[src/rtl/dmem_req_ctrl.sv]
// ---------------------------------------------------------------------------
// dmem_req_ctrl
//   Takes load/store requests from the EX stage and issues them on the data
//   memory AXI4-Lite AW/W/AR channels. Each valid stays asserted, with its
//   payload frozen, until the matching ready is sampled high. Only one request
//   can be in the issue phase at a time. A counter tracks how many requests
//   have been issued but not yet completed. The MEM stage owns the B/R
//   channels and reports each completion on rsp_done.
//
// Build option
//   DMEM_MISALIGN_CHECK_EN : when defined, misaligned half/word requests are
//                            rejected. The rejection is reported on misalign
//                            and nothing is issued on the bus. When undefined,
//                            misalign is tied low and unaligned requests go
//                            out with shifted data and truncated strobes.
//
// Parameters
//   MAX_OUTST   maximum number of issued-but-uncompleted transactions (1..15)
//
// Ports
//   clk, reset      clock; asynchronous active-high reset
//   flush           pipeline flush; blocks new accepts this cycle
//   req_valid/ready EX request handshake (accept = valid && ready)
//   req_store       1 = store, 0 = load
//   req_op          funct3; [1:0] selects byte/half/word (11 = word)
//   req_addr        byte address
//   req_wdata       store data, LSB-aligned
//   misalign        same-cycle pulse: request rejected as misaligned
//   axi_aw*/w*/ar*  AXI4-Lite write address, write data and read address
//   rsp_done        one B or R handshake completed this cycle
//   outst_cnt       current outstanding transaction count
// ---------------------------------------------------------------------------
module dmem_req_ctrl #(
  parameter int unsigned MAX_OUTST = 2
) (
  input  logic        clk,
  input  logic        reset,
  input  logic        flush,
  input  logic        req_valid,
  output logic        req_ready,
  input  logic        req_store,
  input  logic [2:0]  req_op,
  input  logic [31:0] req_addr,
  input  logic [31:0] req_wdata,
  output logic        misalign,
  output logic [31:0] axi_awaddr,
  output logic        axi_awvalid,
  input  logic        axi_awready,
  output logic [31:0] axi_wdata,
  output logic [3:0]  axi_wstrb,
  output logic        axi_wvalid,
  input  logic        axi_wready,
  output logic [31:0] axi_araddr,
  output logic        axi_arvalid,
  input  logic        axi_arready,
  input  logic        rsp_done,
  output logic [3:0]  outst_cnt
);

  localparam logic [3:0] MAX_CNT = 4'(MAX_OUTST);

  logic        awvalid_reg, awvalid_next;
  logic        wvalid_reg,  wvalid_next;
  logic        arvalid_reg, arvalid_next;
  logic [31:0] awaddr_reg,  awaddr_next;
  logic [31:0] wdata_reg,   wdata_next;
  logic [3:0]  wstrb_reg,   wstrb_next;
  logic [31:0] araddr_reg,  araddr_next;
  logic [3:0]  cnt_reg,     cnt_next;

  logic [1:0]  offs;
  logic        size_half;
  logic        size_word;
  logic [3:0]  strb_base;
  logic [31:0] wdata_lane;
  logic [3:0]  wstrb_lane;
  logic        accept;
  logic        dec_ok;

  // Sign/unsigned selection (funct3[2]) does not matter on the request side.
  logic        unused_op_bit;
  assign unused_op_bit = req_op[2];

  assign offs      = req_addr[1:0];
  assign size_half = (req_op[1:0] == 2'b01);
  // Encoding 11 is treated as a word access.
  assign size_word = req_op[1];

  assign strb_base  = size_word ? 4'b1111 : (size_half ? 4'b0011 : 4'b0001);
  // Both shifts drop bits past the top byte lane. This matters only for
  // unaligned accesses when the alignment check is compiled out.
  assign wstrb_lane = strb_base << offs;
  assign wdata_lane = req_wdata << {offs, 3'b000};

`ifdef DMEM_MISALIGN_CHECK_EN
  assign misalign = req_valid && !flush &&
                    ((size_half && offs[0]) || (size_word && (offs != 2'b00)));
`else
  assign misalign = 1'b0;
`endif

  // A new request is accepted only once every channel of the previous one
  // has handshaked.
  assign req_ready = req_valid && !flush && !awvalid_reg && !wvalid_reg &&
                     !arvalid_reg && (cnt_reg < MAX_CNT) && !misalign;
  assign accept    = req_ready;

  // A completion while nothing is outstanding is spurious and is dropped.
  assign dec_ok = rsp_done && (cnt_reg != 4'd0);

  always_comb begin
    // A valid that is already asserted keeps holding until its own ready,
    // whether or not a flush is in progress.
    awvalid_next = awvalid_reg ? !axi_awready : (accept && req_store);
    wvalid_next  = wvalid_reg  ? !axi_wready  : (accept && req_store);
    arvalid_next = arvalid_reg ? !axi_arready : (accept && !req_store);

    awaddr_next = awaddr_reg;
    wdata_next  = wdata_reg;
    wstrb_next  = wstrb_reg;
    araddr_next = araddr_reg;
    if (accept && req_store) begin
      awaddr_next = req_addr;
      wdata_next  = wdata_lane;
      wstrb_next  = wstrb_lane;
    end
    if (accept && !req_store) begin
      araddr_next = req_addr;
    end

    cnt_next = cnt_reg;
    case ({accept, dec_ok})
      2'b10:   cnt_next = cnt_reg + 4'd1;
      2'b01:   cnt_next = cnt_reg - 4'd1;
      default: cnt_next = cnt_reg;
    endcase
  end

  always_ff @(posedge clk or posedge reset) begin
    if (reset) begin
      awvalid_reg <= 1'b0;
      wvalid_reg  <= 1'b0;
      arvalid_reg <= 1'b0;
      awaddr_reg  <= 32'd0;
      wdata_reg   <= 32'd0;
      wstrb_reg   <= 4'd0;
      araddr_reg  <= 32'd0;
      cnt_reg     <= 4'd0;
    end else begin
      awvalid_reg <= awvalid_next;
      wvalid_reg  <= wvalid_next;
      arvalid_reg <= arvalid_next;
      awaddr_reg  <= awaddr_next;
      wdata_reg   <= wdata_next;
      wstrb_reg   <= wstrb_next;
      araddr_reg  <= araddr_next;
      cnt_reg     <= cnt_next;
    end
  end

  assign axi_awvalid = awvalid_reg;
  assign axi_wvalid  = wvalid_reg;
  assign axi_arvalid = arvalid_reg;
  assign axi_awaddr  = awaddr_reg;
  assign axi_wdata   = wdata_reg;
  assign axi_wstrb   = wstrb_reg;
  assign axi_araddr  = araddr_reg;
  assign outst_cnt   = cnt_reg;

endmodule

[config.mk]
export PLATFORM = sky130hd
export DESIGN_NAME = dmem_req_ctrl
export DESIGN_NICKNAME = d
export VERILOG_FILES = /design/src/rtl/dmem_req_ctrl.sv
export SDC_FILE = /design/constraint.sdc
export NUM_CORES = 1
export LEC_CHECK = 0
export BUFFER_PORTS_ARGS = -buffer_cell sky130_fd_sc_hd__buf_4
export CAP_MARGIN = 30
export CORE_MARGIN = 2
export CORE_UTILIZATION = 48
export CTS_CLUSTER_DIAMETER = 80
export DETAILED_ROUTE_END_ITERATION = 8
export GPL_TIMING_DRIVEN = 0
export PLACE_DENSITY = 0.87
export SETUP_SLACK_MARGIN = 0.5
export SLEW_MARGIN = 20
export SYNTH_ARGS = -nofsm -noshare
export SYNTH_HDL_FRONTEND = slang
export SYNTH_SLANG_ARGS = --single-unit
[constraint.sdc]
create_clock -name clk -period 3.9 [get_ports clk]
set_clock_uncertainty 0.2 [all_clocks]
set_input_delay 0.195 -clock clk [delete_from_list [all_inputs] [get_ports clk]]
set_output_delay 0.195 -clock clk [all_outputs]
set_load 0.05 [all_outputs]
==> results_dict.tcl <==
set metrics [dict create \
    fin_crit_sh_pct 65.42 \
    ff2ff_path_depth 10 \
    switching_share_pct 50.26 \
    cts_tree "yes" \
    path_class "reg2reg" \
    end_kind "flop" \
    fin_ws_ns 1.349 \
    grt_max_degree 60 \
    design_area_um2 6884 \
    hold_ws_ns 0.07500 \
    grt_pass1_wl_mm 20.77 \
    power_density_nw_per_um2 900.9 \
    final_cells 742 \
    post_drt_wl_per_cell_um 18.02 \
    ios 185 \
    syn_inst 362 \
    numClockSinks 107 \
    cts-htree-levels 3 \
    place_ws_ns 1.410 \
    cts-root-buf "clkbuf_8" \
    synth_top_area_share_pct 58.20 \
    ys_warn_count 0 \
    syn2layout_area_growth_pct 49.63 \
    yosysTopAreaCell "dfrtp_1" \
    final_max_slew_viol_count 0 \
    required_ns 3.92 \
    syn_area_per_cell_um2 12.71 \
    ir_worst_vdd_uv 638.6 \
    synth_edf_count 0 \
    hpwlAfterDp_mm 9.269 \
    critPathLaunchType "flop" \
    worst-path-max-fanout 7 \
    ys_types 38 \
    reg2reg_slack_ns 1.35 \
    gp_congestion 0.9509 \
    seq_power_share_pct 31.4 \
    antenna_left 0 \
    pwr-share-clk_pct 10.8 \
    async_flop_share_pct 100.0 \
    clk_pin_slew_ns 0.10 \
    hold_violations 0 \
    final_net_count 688 \
    drtIter0Drc 160 \
    maxCapViolCount 0 \
    final.setup.tns_ns 0 \
    synthTopCellsByArea "dfrtp_1 (58%), mux2_2 (17%), mux2i_1 (3.5%)" \
    initial_core_util_pct 49.56 \
    clockBufferDepth 2 \
    port-buffer-count 182 \
    synth_flop_cell "dfrtp_1" \
    fp.dieH_um 101.9 \
    core_area_um2 9284 \
    antenna_cells 0 \
    synth-seq-cells 107 \
    final_common_cell "buf_4" \
    vias_per_cell 5.198 \
    worstPathArrival_ns 2.57 \
    worst_pin_slew_ns 0.7257 \
    overflow 0 \
    seq_area_frac_synth_pct 58.20 \
    placed_area_um2 6161 \
    layout-drive-gt1-share_pct 47.47 \
    p_int_mw 3.085 \
    combPwrFrac_pct 57.9 \
    wl_mm 13.37 \
    syn-num-nets 441 \
    p_leak_nw 3.377 \
    status "completed" \
    grt_usage_pct 26.16 \
    hold_class "in2reg" \
    drcViolationCount 0 \
    layout_common_cells "buf_4 (183), dfrtp_1 (107), mux2_2 (71), dlygate4sd3_1 (53), nand2_1 (34)" \
    rows 35 \
    die_area_um2 10380 \
    final_core_util_pct 74.15 \
    clk_latency_ns 0.35 \
    timing.fmax_ghz 0.3920 \
    dieWidth_um 101.9 \
    fin_crit_ns 2.551 \
    numCtsBuffers 9 \
    grt_pass1_vias 4107 \
    min_path_cells 3 \
    netlist_area_um2 4601 \
    p_sw_mw 3.117 \
    dr.pass1.iters 4 \
    setup_viol 0 \
    slew_headroom_pct 51.62 \
    grt_setup_unrepaired "no" \
    power.total_mw 6.202 \
    dr_total_vias 3857 \
    placedCellCount 674 \
    antenna_found_initial 0 \
]
[synth_stat cells, types with 3 or more instances]
library cell,number
nor2_1,13
nand2_1,34
xor2_1,4
clkbuf_1,5
mux2_1,3
o31ai_1,9
dfrtp_1,107
buf_6,3
a211oi_1,10
mux2_2,71
nor2b_1,9
buf_2,12
o21ai_0,17
inv_1,5
ha_1,3
mux2i_1,16
a21oi_1,18
[sequential cells by signal (all words and copies together), names as in the netlist]
name	flops
axi_wvalid	1
axi_wdata	32
outst_cnt	4
axi_awvalid	1
axi_awaddr	32
axi_wstrb	4
axi_arvalid	1
axi_araddr	32
[logic make-up after synthesis]
family	count (synthesis)	share of synthesized area [%]
flip-flops	107	58.20
buffers and inverters	29	3.291
multiplexers	90	21.59
other	1	0.08151
AND/OR/NAND/NOR	65	6.853
AO/OA/AOI/OAI	62	8.213
XOR/XNOR	5	0.9518
adder cells (fa/ha/maj)	3	0.8160
[power by group through the flow]
stage / Combinational (mW) / Sequential (mW) / Clock [mW]
6_report: 3.59 / 1.94 / 0.669
5_1_grt: 3.74 / 2.00 / 0.747
4_1_cts: 3.59 / 1.94 / 0.687
3_5_place_dp: 3.54 / 1.96 / 0
3_3_place_gp: 3.48 / 1.92 / 0
2_1_floorplan: 0.620 / 3.72 / 0
[critical path: stages, from the launching register on]
cell      delay (ns)
dfrtp_1         0.42
clkbuf_2        0.18
nor3_2          0.22
nand3_2         0.19
ha_1            0.32
xor2_1          0.17
ha_1            0.19
a21oi_1         0.18
xor2_1          0.17
nor2_1          0.07
xor2_1          0.14
[repair_timing]
item / CTS / global route
hold buffers: 53 / 0
setup endpoints to repair: 0 / 0
endpoints found under the hold margin: 129 / 0
gates resized for setup: 0 / 0
buffers inserted: 0 / 0
[per-layer routing]
metal / wire (um) / GRT usage (%) / vias to the layer above
li1: - / - / 1759
met1: 5038 / 29.97 / 1894
met2: 7055 / 46.41 / 179
met3: 961 / 7.319 / 25
met4: 314 / 10.26 / 0
met5: 0 / 0 / -
[cell type report]
type	instances	area, um^2
Fill cell	627	2400
Clock buffer	11	141.4
Buffer	24	132.6
Inverter	5	23.77
Tap cell	129	161.4
Timing Repair Buffer	236	1924
Multi-Input combinational cell	226	1772
Clock inverter	4	51.30
Sequential cell	107	2678
[final timing paths]
kind | from | to
setup / recovery | outst_cnt[1] | outst_cnt[2]
hold / removal | req_store | axi_araddr[30]
setup reg to reg | outst_cnt[1] | outst_cnt[2]
hold reg to reg | axi_araddr[31] | axi_araddr[31]
max in group asynchronous | reset | axi_wdata[22]
min in group asynchronous | reset | axi_araddr[15]
Note: power is estimated with default switching activity, not from simulation.
